`src/rtl/mem_arbiter_if.sv`:
```
// Bus bundle between the IF/MEM requesters, the byte-wide RAM and mem_arbiter.
//   IF  : if_req, if_addr, if_flush -> if_done, if_rdata
//   MEM : mem_req, mem_we, mem_addr, mem_size, mem_signed, mem_wdata -> mem_done, mem_rdata
//   RAM : ram_addr, ram_wr, ram_dout -> ram_din
//   busy: arbiter not idle, feeds the stall controller
// slave is the arbiter side; master is the requester/RAM side.
interface mem_arbiter_if #(
  parameter int unsigned ADDR_W = 32
);
  logic              if_req;
  logic [ADDR_W-1:0] if_addr;
  logic              if_flush;
  logic              if_done;
  logic [31:0]       if_rdata;

  logic              mem_req;
  logic              mem_we;
  logic [ADDR_W-1:0] mem_addr;
  logic [1:0]        mem_size;
  logic              mem_signed;
  logic [31:0]       mem_wdata;
  logic              mem_done;
  logic [31:0]       mem_rdata;

  logic [ADDR_W-1:0] ram_addr;
  logic              ram_wr;
  logic [7:0]        ram_dout;
  logic [7:0]        ram_din;

  logic              busy;

  modport slave (
    input  if_req, if_addr, if_flush,
    input  mem_req, mem_we, mem_addr, mem_size, mem_signed, mem_wdata,
    input  ram_din,
    output if_done, if_rdata, mem_done, mem_rdata,
    output ram_addr, ram_wr, ram_dout, busy
  );

  modport master (
    output if_req, if_addr, if_flush,
    output mem_req, mem_we, mem_addr, mem_size, mem_signed, mem_wdata,
    output ram_din,
    input  if_done, if_rdata, mem_done, mem_rdata,
    input  ram_addr, ram_wr, ram_dout, busy
  );
endinterface

```
`src/rtl/mem_arbiter.sv`:
```
// Shares the single byte-wide RAM port between instruction fetch and the
// MEM-stage load/store path. Each request becomes a run of byte accesses;
// read bytes are assembled little-endian and loads are sign/zero extended.
// Ports: clk, rst (async, active-low), bus (mem_arbiter_if.slave) carrying
// the IF, MEM and RAM signals plus busy. All outputs are registered.
module mem_arbiter #(
  parameter int unsigned ADDR_W = 32
) (
  input  logic         clk,
  input  logic         rst,
  mem_arbiter_if.slave bus
);
  localparam int unsigned DATA_W = 32;
  localparam int unsigned CNT_W  = 3;

  typedef enum logic [1:0] {IDLE, READ, WRITE, DONE} state_t;

  state_t            state_q, state_n;
  logic [CNT_W-1:0]  cnt_q, cnt_n, nbytes_q, nbytes_n, cnt_inc, req_bytes;
  logic [1:0]        lane;
  logic              own_mem_q, own_mem_n, sgn_q, sgn_n;
  logic [ADDR_W-1:0] base_q, base_n, ram_addr_q, ram_addr_n;
  logic [DATA_W-1:0] wdata_q, wdata_n, rbuf_q, rbuf_n, ext;
  logic [DATA_W-1:0] if_rdata_q, if_rdata_n, mem_rdata_q, mem_rdata_n;
  logic [7:0]        ram_dout_q, ram_dout_n;
  logic              ram_wr_q, ram_wr_n, if_done_q, if_done_n;
  logic              mem_done_q, mem_done_n, busy_q;

  assign cnt_inc = cnt_q + CNT_W'(1);
  // In read cycle C(k+1) the byte addressed in Ck is on ram_din; it belongs to lane k-1.
  assign lane    = 2'(cnt_q - CNT_W'(1));

  // Byte count of a MEM request; size 11 behaves as a word.
  always_comb begin
    case (bus.mem_size)
      2'b00:   req_bytes = CNT_W'(1);
      2'b01:   req_bytes = CNT_W'(2);
      default: req_bytes = CNT_W'(4);
    endcase
  end

  // Next-state and next-output logic.
  always_comb begin
    state_n     = state_q;
    cnt_n       = cnt_q;
    nbytes_n    = nbytes_q;
    own_mem_n   = own_mem_q;
    sgn_n       = sgn_q;
    base_n      = base_q;
    wdata_n     = wdata_q;
    rbuf_n      = rbuf_q;
    ram_addr_n  = ram_addr_q;
    ram_dout_n  = ram_dout_q;
    if_rdata_n  = if_rdata_q;
    mem_rdata_n = mem_rdata_q;
    ram_wr_n    = 1'b0;
    if_done_n   = 1'b0;
    mem_done_n  = 1'b0;
    ext         = '0;

    case (state_q)
      IDLE: begin
        if (bus.mem_req) begin
          own_mem_n  = 1'b1;
          base_n     = bus.mem_addr;
          nbytes_n   = req_bytes;
          wdata_n    = bus.mem_wdata;
          sgn_n      = bus.mem_signed;
          cnt_n      = '0;
          rbuf_n     = '0;
          ram_addr_n = bus.mem_addr;
          if (bus.mem_we) begin
            state_n    = WRITE;
            ram_wr_n   = 1'b1;
            ram_dout_n = bus.mem_wdata[7:0];
          end else begin
            state_n = READ;
          end
        end else if (bus.if_req && !bus.if_flush) begin
          own_mem_n  = 1'b0;
          base_n     = bus.if_addr;
          nbytes_n   = CNT_W'(4);
          sgn_n      = 1'b0;
          cnt_n      = '0;
          rbuf_n     = '0;
          ram_addr_n = bus.if_addr;
          state_n    = READ;
        end
      end

      READ: begin
        if (!own_mem_q && bus.if_flush) begin
          state_n = IDLE;
        end else begin
          if (cnt_q != '0) rbuf_n[{lane, 3'b000} +: 8] = bus.ram_din;
          if (cnt_q == nbytes_q) begin
            // Tail cycle: last byte lands now, result goes out with the done pulse.
            state_n = DONE;
            case (nbytes_q)
              CNT_W'(1): ext = {{24{sgn_q & rbuf_n[7]}}, rbuf_n[7:0]};
              CNT_W'(2): ext = {{16{sgn_q & rbuf_n[15]}}, rbuf_n[15:0]};
              default:   ext = rbuf_n;
            endcase
            if (own_mem_q) begin
              mem_done_n  = 1'b1;
              mem_rdata_n = ext;
            end else begin
              if_done_n  = 1'b1;
              if_rdata_n = rbuf_n;
            end
          end else begin
            cnt_n = cnt_inc;
            if (cnt_inc != nbytes_q) ram_addr_n = base_q + ADDR_W'(cnt_inc);
          end
        end
      end

      WRITE: begin
        if (cnt_inc == nbytes_q) begin
          state_n    = DONE;
          mem_done_n = 1'b1;
        end else begin
          cnt_n      = cnt_inc;
          ram_wr_n   = 1'b1;
          ram_addr_n = base_q + ADDR_W'(cnt_inc);
          ram_dout_n = wdata_q[{cnt_inc[1:0], 3'b000} +: 8];
        end
      end

      DONE: state_n = IDLE;

      default: state_n = IDLE;
    endcase
  end

  // State and registered outputs.
  always_ff @(posedge clk or negedge rst) begin
    if (!rst) begin
      state_q     <= IDLE;
      cnt_q       <= '0;
      nbytes_q    <= '0;
      own_mem_q   <= 1'b0;
      sgn_q       <= 1'b0;
      base_q      <= '0;
      wdata_q     <= '0;
      rbuf_q      <= '0;
      ram_addr_q  <= '0;
      ram_dout_q  <= '0;
      ram_wr_q    <= 1'b0;
      if_done_q   <= 1'b0;
      if_rdata_q  <= '0;
      mem_done_q  <= 1'b0;
      mem_rdata_q <= '0;
      busy_q      <= 1'b0;
    end else begin
      state_q     <= state_n;
      cnt_q       <= cnt_n;
      nbytes_q    <= nbytes_n;
      own_mem_q   <= own_mem_n;
      sgn_q       <= sgn_n;
      base_q      <= base_n;
      wdata_q     <= wdata_n;
      rbuf_q      <= rbuf_n;
      ram_addr_q  <= ram_addr_n;
      ram_dout_q  <= ram_dout_n;
      ram_wr_q    <= ram_wr_n;
      if_done_q   <= if_done_n;
      if_rdata_q  <= if_rdata_n;
      mem_done_q  <= mem_done_n;
      mem_rdata_q <= mem_rdata_n;
      busy_q      <= (state_n != IDLE);
    end
  end

  assign bus.ram_addr  = ram_addr_q;
  assign bus.ram_wr    = ram_wr_q;
  assign bus.ram_dout  = ram_dout_q;
  assign bus.if_done   = if_done_q;
  assign bus.if_rdata  = if_rdata_q;
  assign bus.mem_done  = mem_done_q;
  assign bus.mem_rdata = mem_rdata_q;
  assign bus.busy      = busy_q;
endmodule

```
`src/flat_wrapper.sv`:
```
// flat-port wrapper written by rule: the top's interface ports become plain ports
module mem_arbiter_flat 
#(
  parameter int unsigned ADDR_W = 32
)
  (clk, rst, bus_if_req, bus_if_addr, bus_if_flush, bus_mem_req, bus_mem_we, bus_mem_addr, bus_mem_size, bus_mem_signed, bus_mem_wdata, bus_ram_din, bus_if_done, bus_if_rdata, bus_mem_done, bus_mem_rdata, bus_ram_addr, bus_ram_wr, bus_ram_dout, bus_busy);
  mem_arbiter_if #(.ADDR_W(ADDR_W)) bus_i ();
  input  logic clk;
  input  logic rst;
  input wire logic [$bits(bus_i.if_req)-1:0] bus_if_req;
  input wire logic [$bits(bus_i.if_addr)-1:0] bus_if_addr;
  input wire logic [$bits(bus_i.if_flush)-1:0] bus_if_flush;
  input wire logic [$bits(bus_i.mem_req)-1:0] bus_mem_req;
  input wire logic [$bits(bus_i.mem_we)-1:0] bus_mem_we;
  input wire logic [$bits(bus_i.mem_addr)-1:0] bus_mem_addr;
  input wire logic [$bits(bus_i.mem_size)-1:0] bus_mem_size;
  input wire logic [$bits(bus_i.mem_signed)-1:0] bus_mem_signed;
  input wire logic [$bits(bus_i.mem_wdata)-1:0] bus_mem_wdata;
  input wire logic [$bits(bus_i.ram_din)-1:0] bus_ram_din;
  output wire logic [$bits(bus_i.if_done)-1:0] bus_if_done;
  output wire logic [$bits(bus_i.if_rdata)-1:0] bus_if_rdata;
  output wire logic [$bits(bus_i.mem_done)-1:0] bus_mem_done;
  output wire logic [$bits(bus_i.mem_rdata)-1:0] bus_mem_rdata;
  output wire logic [$bits(bus_i.ram_addr)-1:0] bus_ram_addr;
  output wire logic [$bits(bus_i.ram_wr)-1:0] bus_ram_wr;
  output wire logic [$bits(bus_i.ram_dout)-1:0] bus_ram_dout;
  output wire logic [$bits(bus_i.busy)-1:0] bus_busy;
  assign bus_i.if_req = bus_if_req;
  assign bus_i.if_addr = bus_if_addr;
  assign bus_i.if_flush = bus_if_flush;
  assign bus_i.mem_req = bus_mem_req;
  assign bus_i.mem_we = bus_mem_we;
  assign bus_i.mem_addr = bus_mem_addr;
  assign bus_i.mem_size = bus_mem_size;
  assign bus_i.mem_signed = bus_mem_signed;
  assign bus_i.mem_wdata = bus_mem_wdata;
  assign bus_i.ram_din = bus_ram_din;
  assign bus_if_done = bus_i.if_done;
  assign bus_if_rdata = bus_i.if_rdata;
  assign bus_mem_done = bus_i.mem_done;
  assign bus_mem_rdata = bus_i.mem_rdata;
  assign bus_ram_addr = bus_i.ram_addr;
  assign bus_ram_wr = bus_i.ram_wr;
  assign bus_ram_dout = bus_i.ram_dout;
  assign bus_busy = bus_i.busy;
  mem_arbiter #(.ADDR_W(ADDR_W)) u_core (.clk(clk), .rst(rst), .bus(bus_i));
endmodule
```
`config.mk`:
```
export PLATFORM = sky130hd
export DESIGN_NAME = mem_arbiter_flat
export DESIGN_NICKNAME = d
export VERILOG_FILES = /design/src/rtl/mem_arbiter_if.sv /design/src/rtl/mem_arbiter.sv /design/src/flat_wrapper.sv
export SDC_FILE = /design/constraint.sdc
export NUM_CORES = 1
export LEC_CHECK = 0
export CORE_ASPECT_RATIO = 0.8
export CORE_MARGIN = 5
export CORE_UTILIZATION = 56
export CTS_CLUSTER_SIZE = 40
export DETAILED_ROUTE_END_ITERATION = 6
export GPL_TIMING_DRIVEN = 0
export PLACE_DENSITY = 0.83
export SLEW_MARGIN = 30
export SYNTH_ARGS = -nofsm -noshare
export SYNTH_HDL_FRONTEND = slang
export SYNTH_SLANG_ARGS = --single-unit
```
`constraint.sdc`:
```
create_clock -name clk -period 8.3 [get_ports clk]
set_input_delay 2.075 -clock clk [delete_from_list [all_inputs] [get_ports clk]]
set_output_delay 2.075 -clock clk [all_outputs]
set_load 0.05 [all_outputs]
```
After elaboration in Yosys (flattened, before gate mapping)

Cells that the tools add are included.

$add $sub $neg: 4
Eq/ne operators: 16
Shift-type cells: 3
Multiplexer cells: 52
Bitwise logic cells: 4
Reduce and logical (&&, ||, !) cells: 20

Operator list:

| kind                                                  | number |
|---|---|
| two-way mux 32 bit                                    | 12 |
| one-hot mux 32 bit (2 select lines)                   | 2 |
| one-hot mux 32 bit (3 select lines)                   | 1 |
| adder 32 x 3 -> 32 bit                                | 1 |
| bitwise mux 32 bit                                    | 1 |
| variable shift 8 x 7 -> 32 bit (first input constant) | 1 |
| variable part select 32 x 6 -> 8 bit                  | 1 |
| variable part select 8 x 7 -> 32 bit                  | 1 |
| two-way mux 8 bit                                     | 3 |
| two-way mux 3 bit                                     | 7 |
| one-hot mux 8 bit (2 select lines)                    | 1 |
| two-way mux 1 bit                                     | 14 |
| two-way mux 2 bit                                     | 6 |
| AND reduction 4 bit                                   | 3 |
| inequality test 2 bit (second input constant)         | 5 |
| one-hot mux 3 bit (3 select lines)                    | 1 |
| one-hot mux 2 bit (4 select lines)                    | 1 |
| nonzero test 2 bit                                    | 4 |
| negation 5 -> 7 bit                                   | 1 |
| == test 3 bit                                         | 2 |
| one-hot mux 3 bit (2 select lines)                    | 1 |
| AND reduction 6 bit                                   | 1 |
| nonzero test 3 bit                                    | 2 |
| AND reduction 5 bit                                   | 1 |
| other kinds (17)                                      | 26 |

Flip-flop bits (word level): 214
Input bits: 113
Output and inout port bits: 108
Logic and storage cells: 115

Depth between registers and ports, before layout

Gate-level depths: netlist of run 1.

Depth in word-level cells: 9
Gate-level depth with buffers: 12

Worst setup path after synthesis of run 1

OpenSTA, ideal clock, no wires.

Path type: input port to flip-flop
Start: input port bus_if_flush
End: register u_core.cnt_q[2]
Arrival time: 3,419 ps
Required time: 8,178 ps
Setup slack: 4,759 ps
Cell stages on the path: 6
Buffers on the path: 1
Path through: or2_2 o32a_1 buf_4 a211oi_1 o21ai_0 a32o_1

Longest elaborated chain between the ends: 4

Ends and longest elaborated chain:

| what                                     | line               | text |
|---|---|---|
| from (decl)                              | flat_wrapper.sv:12 | `input wire logic [$bits(bus_i.if_flush)-1:0] bus_if_flush;` |
| zero test 1 bit                          | mem_arbiter.sv:79  | `end else if (bus.if_req && !bus.if_flush) begin` |
| logical AND 1 bit                        | mem_arbiter.sv:79  |  |
| inequality test 3 x 2 -> 1 bit (no line) | -                  |  |
| AND reduction 5 bit (no line) (*)        | -                  |  |
| to (signal assigned)                     | mem_arbiter.sv:157 | `cnt_q <= cnt_n;` |
| to (decl)                                | mem_arbiter.sv:19  | `logic [CNT_W-1:0] cnt_q, cnt_n, nbytes_q, nbytes_n, cnt_inc, req_bytes;` |

Mark *: on every way between the ends. The rest lies on a longest branch, timed or not.
A chain may end at the register's enable or synchronous reset.

Worst setup path in the final report of run 1

Start: input port bus_mem_req
End: register u_core.ram_addr_q[7] (netlist: u_core.bus.ram_addr[7])

Longest elaborated chain between the ends: 2

Ends and longest elaborated chain:

| what                                                                                        | line               | text |
|---|---|---|
| from (decl)                                                                                 | flat_wrapper.sv:13 | `input wire logic [$bits(bus_i.mem_req)-1:0] bus_mem_req;` |
| inequality test 3 x 2 -> 1 bit (no line) / two-way mux 32 bit (equally long branches)       | -                  |  |
| AND reduction 6 bit (no line) / one-hot mux 32 bit (3 select lines) (equally long branches) | -                  |  |
| to (signal assigned)                                                                        | mem_arbiter.sv:164 | `ram_addr_q <= ram_addr_n;` |
| to (decl)                                                                                   | mem_arbiter.sv:22  | `logic [ADDR_W-1:0] base_q, base_n, ram_addr_q, ram_addr_n;` |

Several ways; a longest one is shown, not always the timed one.

==> impl_metrics.py, run 1 <==
metrics = {
    "setup_path": {
        "cpMostUsedCell": "buf_2",
        "slowest_stage": "clkdlybuf4s50_1",
        "crit_fanout": 10,
        "crit_arrival_ns": 4.76,
        "path_delay_family": "buffers and inverters",
        "reg2reg_setup_slack_ns": 4.39,
        "crit_type": "primary input to flop",
        "start_kind": "primary input",
        "end_kind": "flop",
        "cp_slowest_stage_delay_ns": 0.59,
        "crit_buf_inv": 4,
        "cp.required_ns": 8.68,
        "path_cells": "clkdlybuf4s50_1, buf_2, buf_2, buf_2, mux2i_1, nand2_1, o2111ai_1, nand2_1",
    },
    "sta": {
        "finalHoldViolCount": 0,
        "tns_ns": 0,
        "rsz0062_at_grt": "no",
        "report.final.slew_viol_count": 0,
        "setup_slack_ns": 3.916,
        "fin_crit_ns": 4.384,
        "period_share_pct": 52.82,
        "fmax_ghz": 0.2281,
        "setup_viol": 0,
        "relSlewSlack_pct": 34.82,
        "skew_ns": 0.01602,
        "worstMarginPinSlew_ns": 0.9778,
    },
    "synth": {
        "syn_inst": 1061,
        "yosys_warnings": 0,
        "synth_nets": 1187,
        "synth_area_sq_mm": 0.01067,
        "synth_ff_type": "dfrtp_1",
        "synth_edf_count": 0,
        "ys_ff_latch": 214,
        "yosysUniqueCellTypes": 71,
        "syn_area_per_cell_sq_um": 10.05,
        "async_flop_share_pct": 100.0,
        "ys_seq_area_share_pct": 50.21,
    },
    "drt": {
        "post_drt_via_cell_ratio": 5.923,
        "drc_errors": 0,
        "first_pass_iters": 5,
        "num_vias": 9370,
        "drtIter0Drc": 1006,
        "avgRoutedWirePerCell_um": 19.90,
        "ant_nets": 0,
        "wl_um": 31490,
    },
    "pwr": {
        "power.density_mw_per_mm2": 414.9,
        "peakVddDrop_mv": 0.2452,
        "finalPower_w": 0.005797,
        "cellLeakagePower_nw": 5.913,
    },
    "clock_network": {
        "cts-buffers-inserted": 22,
        "htreeDepth": 1,
        "post_cts_resize_count": 0,
        "post_cts_buffers": 0,
        "cts_hold_buf": 0,
        "clock_latency_ns": 0.51,
        "cts_sinks": 214,
        "cts-root-buf": "clkbuf_16",
        "cts_tree": "done",
        "clkTransAtPathRegs_ns": 0.06,
        "cts_max_path_buffers": 3,
    },
    "floorplan": {
        "die_x_um": 164.3,
        "core_sq_mm": 0.01886,
        "row_count": 45,
        "die_h_um": 133.4,
        "start_util_pct": 56.55,
        "dieArea_sq_mm": 0.02192,
        "ios": 221,
    },
    "global_routing": {
        "antenna_found_initial": 3,
        "grt_pass1_wl_um": 50270,
        "grt_overflow_total": 0,
        "track_usage_pct": 28.79,
        "first_global_vias": 9270,
        "grt_max_degree": 86,
    },
    "layout": {
        "drive_above_1_share_pct": 10.14,
        "fin_cells": 1582,
        "final_nets": 1433,
        "syn_to_final_growth_pct": 30.98,
    },
    "flow_run": {
        "cap_violations": 0,
    },
    "placement": {
        "hpwlAfterDp_um": 23510,
        "dp.cells": 1541,
        "io_buffers": 220,
        "pre_cts_ws_ns": 3.529,
        "gp_congestion": 0.9206,
    },
    "run_status": {
        "status": "finished, final reports clean",
    },
    "hold_path": {
        "hold_class": "flop to flop",
    },
}
## synth_stat cells (5+ instances only)
library cell    n  area [sq um]
nand3_1        22         110.1
nor2_1         66         247.7
o21ai_0       136         680.7
mux2_2         38         427.9
nor4_1         12         75.07
a21oi_1        24         120.1
o31ai_1        11         82.58
a22o_1          8         70.07
and3_1         11         68.82
clkbuf_1       41         153.9
ha_1           12         150.1
nand2_1       152         570.6
mux2i_1        56         560.5
or4_1           5         37.54
mux2_4          8         120.1
or3_1           5         31.28
xnor2_1         9         78.83
nand4_1         8         50.05
a32o_1          8         80.08
mux4_2          8         180.2
o211ai_1        5         37.54
o2bb2ai_1       5         43.79
inv_1          28         105.1
o22a_1          8         70.07
dfrtp_1       214          5355
and2_1         10         62.56
nor3_1         16         80.08
buf_4           5         37.54
a31oi_1        18         112.6
nand2b_1       17         106.4
o31a_1          5         43.79
xor2_1          9         78.83
buf_2          21         105.1
nor2b_1         6         37.54
## kinds of logic (layout without fill, tap and decap cells)
family | count (synthesis) | after routing | synth area share [%]
AOI/OAI and AO/OA | 260 | 260 | 15.17
xor gates and xnor gates | 19 | 19 | 1.713
adders and majority gates | 13 | 13 | 1.595
buffers and inverters | 102 | 362 | 4.211
DFF | 214 | 214 | 50.21
muxes | 110 | 110 | 12.08
other | 0 | 3 | 0
and+or+nand+nor | 343 | 343 | 15.03
## placed cells by master (no fill, tap or decap), types with 10 or more instances in the layout
cell type,n
mux2_2,38
clkdlybuf4s50_1,219
clkbuf_1,45
mux2i_1,56
dfrtp_1,214
nand2_1,152
clkbuf_16,23
o21ai_0,136
nor3_1,16
a31oi_1,18
nor4_1,11
and2_1,10
nand2b_1,17
o31ai_1,10
and3_1,11
nor2_1,66
inv_1,28
ha_1,12
a21oi_1,24
buf_2,21
nand3_1,22
## final timing paths
check	startpoint	to	cells after the start
max reg2reg	u_core.cnt_q[0]	u_core.bus.ram_addr[26]	12
max	bus_mem_req	u_core.bus.ram_addr[7]	8
min in group asynchronous	rst	u_core.base_q[11]	1
min reg2reg	u_core.rbuf_q[20]	u_core.rbuf_q[20]	2
max in group asynchronous	rst	u_core.bus.ram_addr[8]	2
min	u_core.rbuf_q[20]	u_core.rbuf_q[20]	2
## area by class of cell
| type | instances | area [sq um] |
|---|---|---|
| Antenna cell | 3 | 7.507 |
| Buffer | 74 | 344.1 |
| Clock buffer | 33 | 673.1 |
| Clock inverter | 5 | 27.53 |
| Fill cell | 1390 | 4891 |
| Inverter | 28 | 105.1 |
| Multi-Input combinational cell | 745 | 4873 |
| Sequential cell | 214 | 5355 |
| Tap cell | 258 | 322.8 |
| Timing Repair Buffer | 222 | 2262 |
## registers in the layout (all words and copies together) (netlist names)
| name | cells |
|---|---|
| u_core.base_q | 32 |
| u_core.bus.if_rdata | 32 |
| u_core.bus.mem_rdata | 32 |
| u_core.bus.ram_addr | 32 |
| u_core.rbuf_q | 32 |
| u_core.wdata_q | 32 |
| u_core.bus.ram_dout | 8 |
| u_core.cnt_q | 3 |
| u_core.nbytes_q | 3 |
| u_core.state_q | 2 |
| u_core.bus.busy | 1 |
| u_core.bus.if_done | 1 |
| u_core.bus.mem_done | 1 |
| u_core.bus.ram_wr | 1 |
| u_core.own_mem_q | 1 |
| u_core.sgn_q | 1 |
## power breakdown
group          internal (W)  switching (W)  leakage (nW)
registers           0.00144       0.000279          2.69
logic               0.00116        0.00196          2.88
clock network      0.000558       0.000407         0.347
total               0.00316        0.00264          5.91
## worst register-to-register path: stages, from the launching register on
cell	delay [ns]
dfrtp_1	0.41
buf_2	0.21
inv_1	0.15
ha_1	0.35
buf_2	0.21
inv_1	0.14
fa_1	0.44
nand2b_1	0.24
a21o_1	0.36
clkbuf_1	0.36
nor4_1	0.61
mux2i_1	0.26
o2bb2ai_1	0.09
## layer usage
metal / vias up / track usage, % / routed length [um]
met1: 4567 / 42.58 / 13540
li1: 4263 / - / -
met2: 478 / 41.50 / 13580
met4: 0 / 7.685 / 748
met5: - / 0 / 0
met3: 62 / 8.723 / 3623
## per-stage QoR
step,utilization (%),instance area (sq um),hold slack (ns)
6_report,74.07,13970,0.4796
5_1_grt,74.06,13970,0.5064
2_1_floorplan,-,10670,0.4418
3_3_place_gp,69.94,13190,0.4528
3_5_place_dp,70.32,13260,0.4684
4_1_cts,74.03,13960,0.4822
Note: power is estimated with default switching activity, not from simulation.
==> inputs of run 2 (changes only) <==
--- a/config.mk
+++ b/config.mk
@@ -7,11 +7,11 @@
 export LEC_CHECK = 0
 export CORE_ASPECT_RATIO = 0.8
 export CORE_MARGIN = 5
-export CORE_UTILIZATION = 56
+export CORE_UTILIZATION = 52
 export CTS_CLUSTER_SIZE = 40
 export DETAILED_ROUTE_END_ITERATION = 6
 export GPL_TIMING_DRIVEN = 0
-export PLACE_DENSITY = 0.83
+export PLACE_DENSITY = 0.78
 export SLEW_MARGIN = 30
 export SYNTH_ARGS = -nofsm -noshare
 export SYNTH_HDL_FRONTEND = slang
==> constraint.sdc (replaced) <==
create_clock -name clk -period 4.5 [get_ports clk]
set_input_delay 1.125 -clock clk [delete_from_list [all_inputs] [get_ports clk]]
set_output_delay 1.125 -clock clk [all_outputs]
set_load 0.05 [all_outputs]
==> impl_metrics.py, run 2 (same netlist as run 1, synthesis figures left out) <==
metrics = {
    "setup_path": {
        "cp_slowest_stage_delay_ns": 0.58,
        "crit_buf_inv": 5,
        "crit_fanout": 10,
        "crit_arrival_ns": 4.25,
        "end_kind": "flop",
        "crit_type": "flop to flop",
        "rr_worst_depth": 12,
        "start_kind": "flop",
        "path_cells": "buf_2, inv_1, ha_1, buf_2, inv_1, fa_1, nand2b_1, a21o_1, clkbuf_1, nor4_1, mux2i_1, o2bb2ai_1",
        "path_depth": 12,
        "path_delay_family": "buffers and inverters",
        "cp.required_ns": 4.89,
        "slowest_stage": "nor4_1",
    },
    "pwr": {
        "power.density_mw_per_mm2": 767.6,
        "cellLeakagePower_nw": 5.926,
        "finalPower_w": 0.01074,
        "peakVddDrop_mv": 0.4459,
    },
    "sta": {
        "fin_crit_ns": 3.861,
        "fmax_ghz": 0.2590,
        "skew_ns": 0.009942,
        "rsz0062_at_grt": "no",
        "worstMarginPinSlew_ns": 0.9466,
        "setup_viol": 0,
        "period_share_pct": 85.79,
        "relSlewSlack_pct": 36.90,
        "tns_ns": 0,
        "finalHoldViolCount": 0,
        "holdWs_ns": 0.4714,
        "report.final.slew_viol_count": 0,
    },
    "clock_network": {
        "cts_hold_buf": 0,
        "clock_latency_ns": 0.51,
        "post_cts_resize_count": 0,
        "cts-root-buf": "clkbuf_16",
        "cts-buffers-inserted": 23,
        "cts_tree": "done",
        "htreeDepth": 1,
        "post_cts_buffers": 0,
        "clkTransAtPathRegs_ns": 0.06,
        "cts_sinks": 214,
        "cts_max_path_buffers": 3,
    },
    "flow_run": {
        "cap_violations": 0,
    },
    "layout": {
        "final_cell_mix": "219 x clkdlybuf4s50_1, 214 x dfrtp_1, 152 x nand2_1, 136 x o21ai_0, 66 x nor2_1",
        "syn_to_final_growth_pct": 31.17,
        "drive_above_1_share_pct": 10.20,
        "multi_input_area_sq_mm": 0.004873,
        "final_nets": 1434,
        "nFillCells": 1524,
        "seq_area_sq_mm": 0.005355,
        "post-route-util_pct": 70.05,
        "layout.cells.most_common": "clkdlybuf4s50_1",
    },
    "global_routing": {
        "grt_max_degree": 90,
        "grt_pass1_wl_um": 50860,
        "antenna_found_initial": 1,
        "first_global_vias": 9108,
        "grt_overflow_total": 0,
        "track_usage_pct": 26.69,
    },
    "drt": {
        "wirelength_met1_um": 14070,
        "num_vias": 9354,
        "first_pass_iters": 5,
        "dr.max_layer_used": "met4",
        "wl_met3_um": 3765,
        "drc_errors": 0,
        "avgRoutedWirePerCell_um": 20.26,
        "post_drt_via_cell_ratio": 5.890,
        "ant_nets": 0,
        "wl_met2_um": 13840,
        "wl_um": 32180,
        "drtIter0Drc": 1101,
    },
    "floorplan": {
        "die_x_um": 170.1,
        "die_h_um": 138.1,
        "row_count": 46,
        "dieArea_sq_mm": 0.02349,
        "ios": 221,
        "start_util_pct": 53.41,
        "core_sq_mm": 0.01997,
    },
    "run_status": {
        "status": "finished, final reports clean",
    },
    "placement": {
        "hpwlAfterDp_um": 23690,
        "io_buffers": 220,
        "gp_congestion": 0.9369,
    },
    "hold_path": {
        "min_path_cells": 2,
        "hold_class": "flop to flop",
    },
}
==> run 2: through the flow <==
stage	instance area (sq um)	setup slack [ns]	cells
global placement	13200	-6.706	1545
detailed placement	13270	0.6510	1547
finish	13990	0.6394	1588
floorplan	10670	1.547	1061
global route	13990	0.4092	1588
CTS	13990	0.7196	1587
==> run 2: path summary, 6_finish.rpt <==
kind | from | end | slack, ns
worst max-delay path | u_core.cnt_q[0] | u_core.bus.ram_addr[26] | 0.64
worst min-delay path | u_core.rbuf_q[17] | u_core.rbuf_q[17] | 0.47
worst max register to register | u_core.cnt_q[0] | u_core.bus.ram_addr[26] | 0.64
worst min register to register | u_core.rbuf_q[17] | u_core.rbuf_q[17] | 0.47
max in group asynchronous | rst | u_core.rbuf_q[28] | 3.16
min in group asynchronous | rst | u_core.bus.ram_addr[9] | 0.54
==> run 2: layout make-up <==
class	count	share of cell area, %
clock inverters	8	0.4919
inverters	28	0.7512
flip-flops and latches	214	38.28
clock buffers	32	4.641
diodes	1	0.01789
multi-input cells	745	34.83
plain buffers	74	2.459
well taps	264	2.361
repair buffers	222	16.17
==> run 2: worst min-delay path: stages (launching register included) <==
cell and delay (ns):
dfrtp_1 0.33, nand2_1 0.04, o21ai_0 0.06
==> run 2: layer usage <==
metal / vias to the layer above / track usage [%]
met1: 4559 / 40.76
met3: 44 / 8.122
li1: 4260 / -
met2: 491 / 38.19
met4: 0 / 4.706
met5: - / 0
==> run 2: power by group <==
part | total (W) | leakage (nW) | internal (W) | switching (W)
logic | 0.00574 | 2.88 | 0.00214 | 0.00361
clock network | 0.00183 | 0.360 | 0.00106 | 0.000767
registers | 0.00317 | 2.69 | 0.00265 | 0.000514
total | 0.0107 | 5.93 | 0.00585 | 0.00489
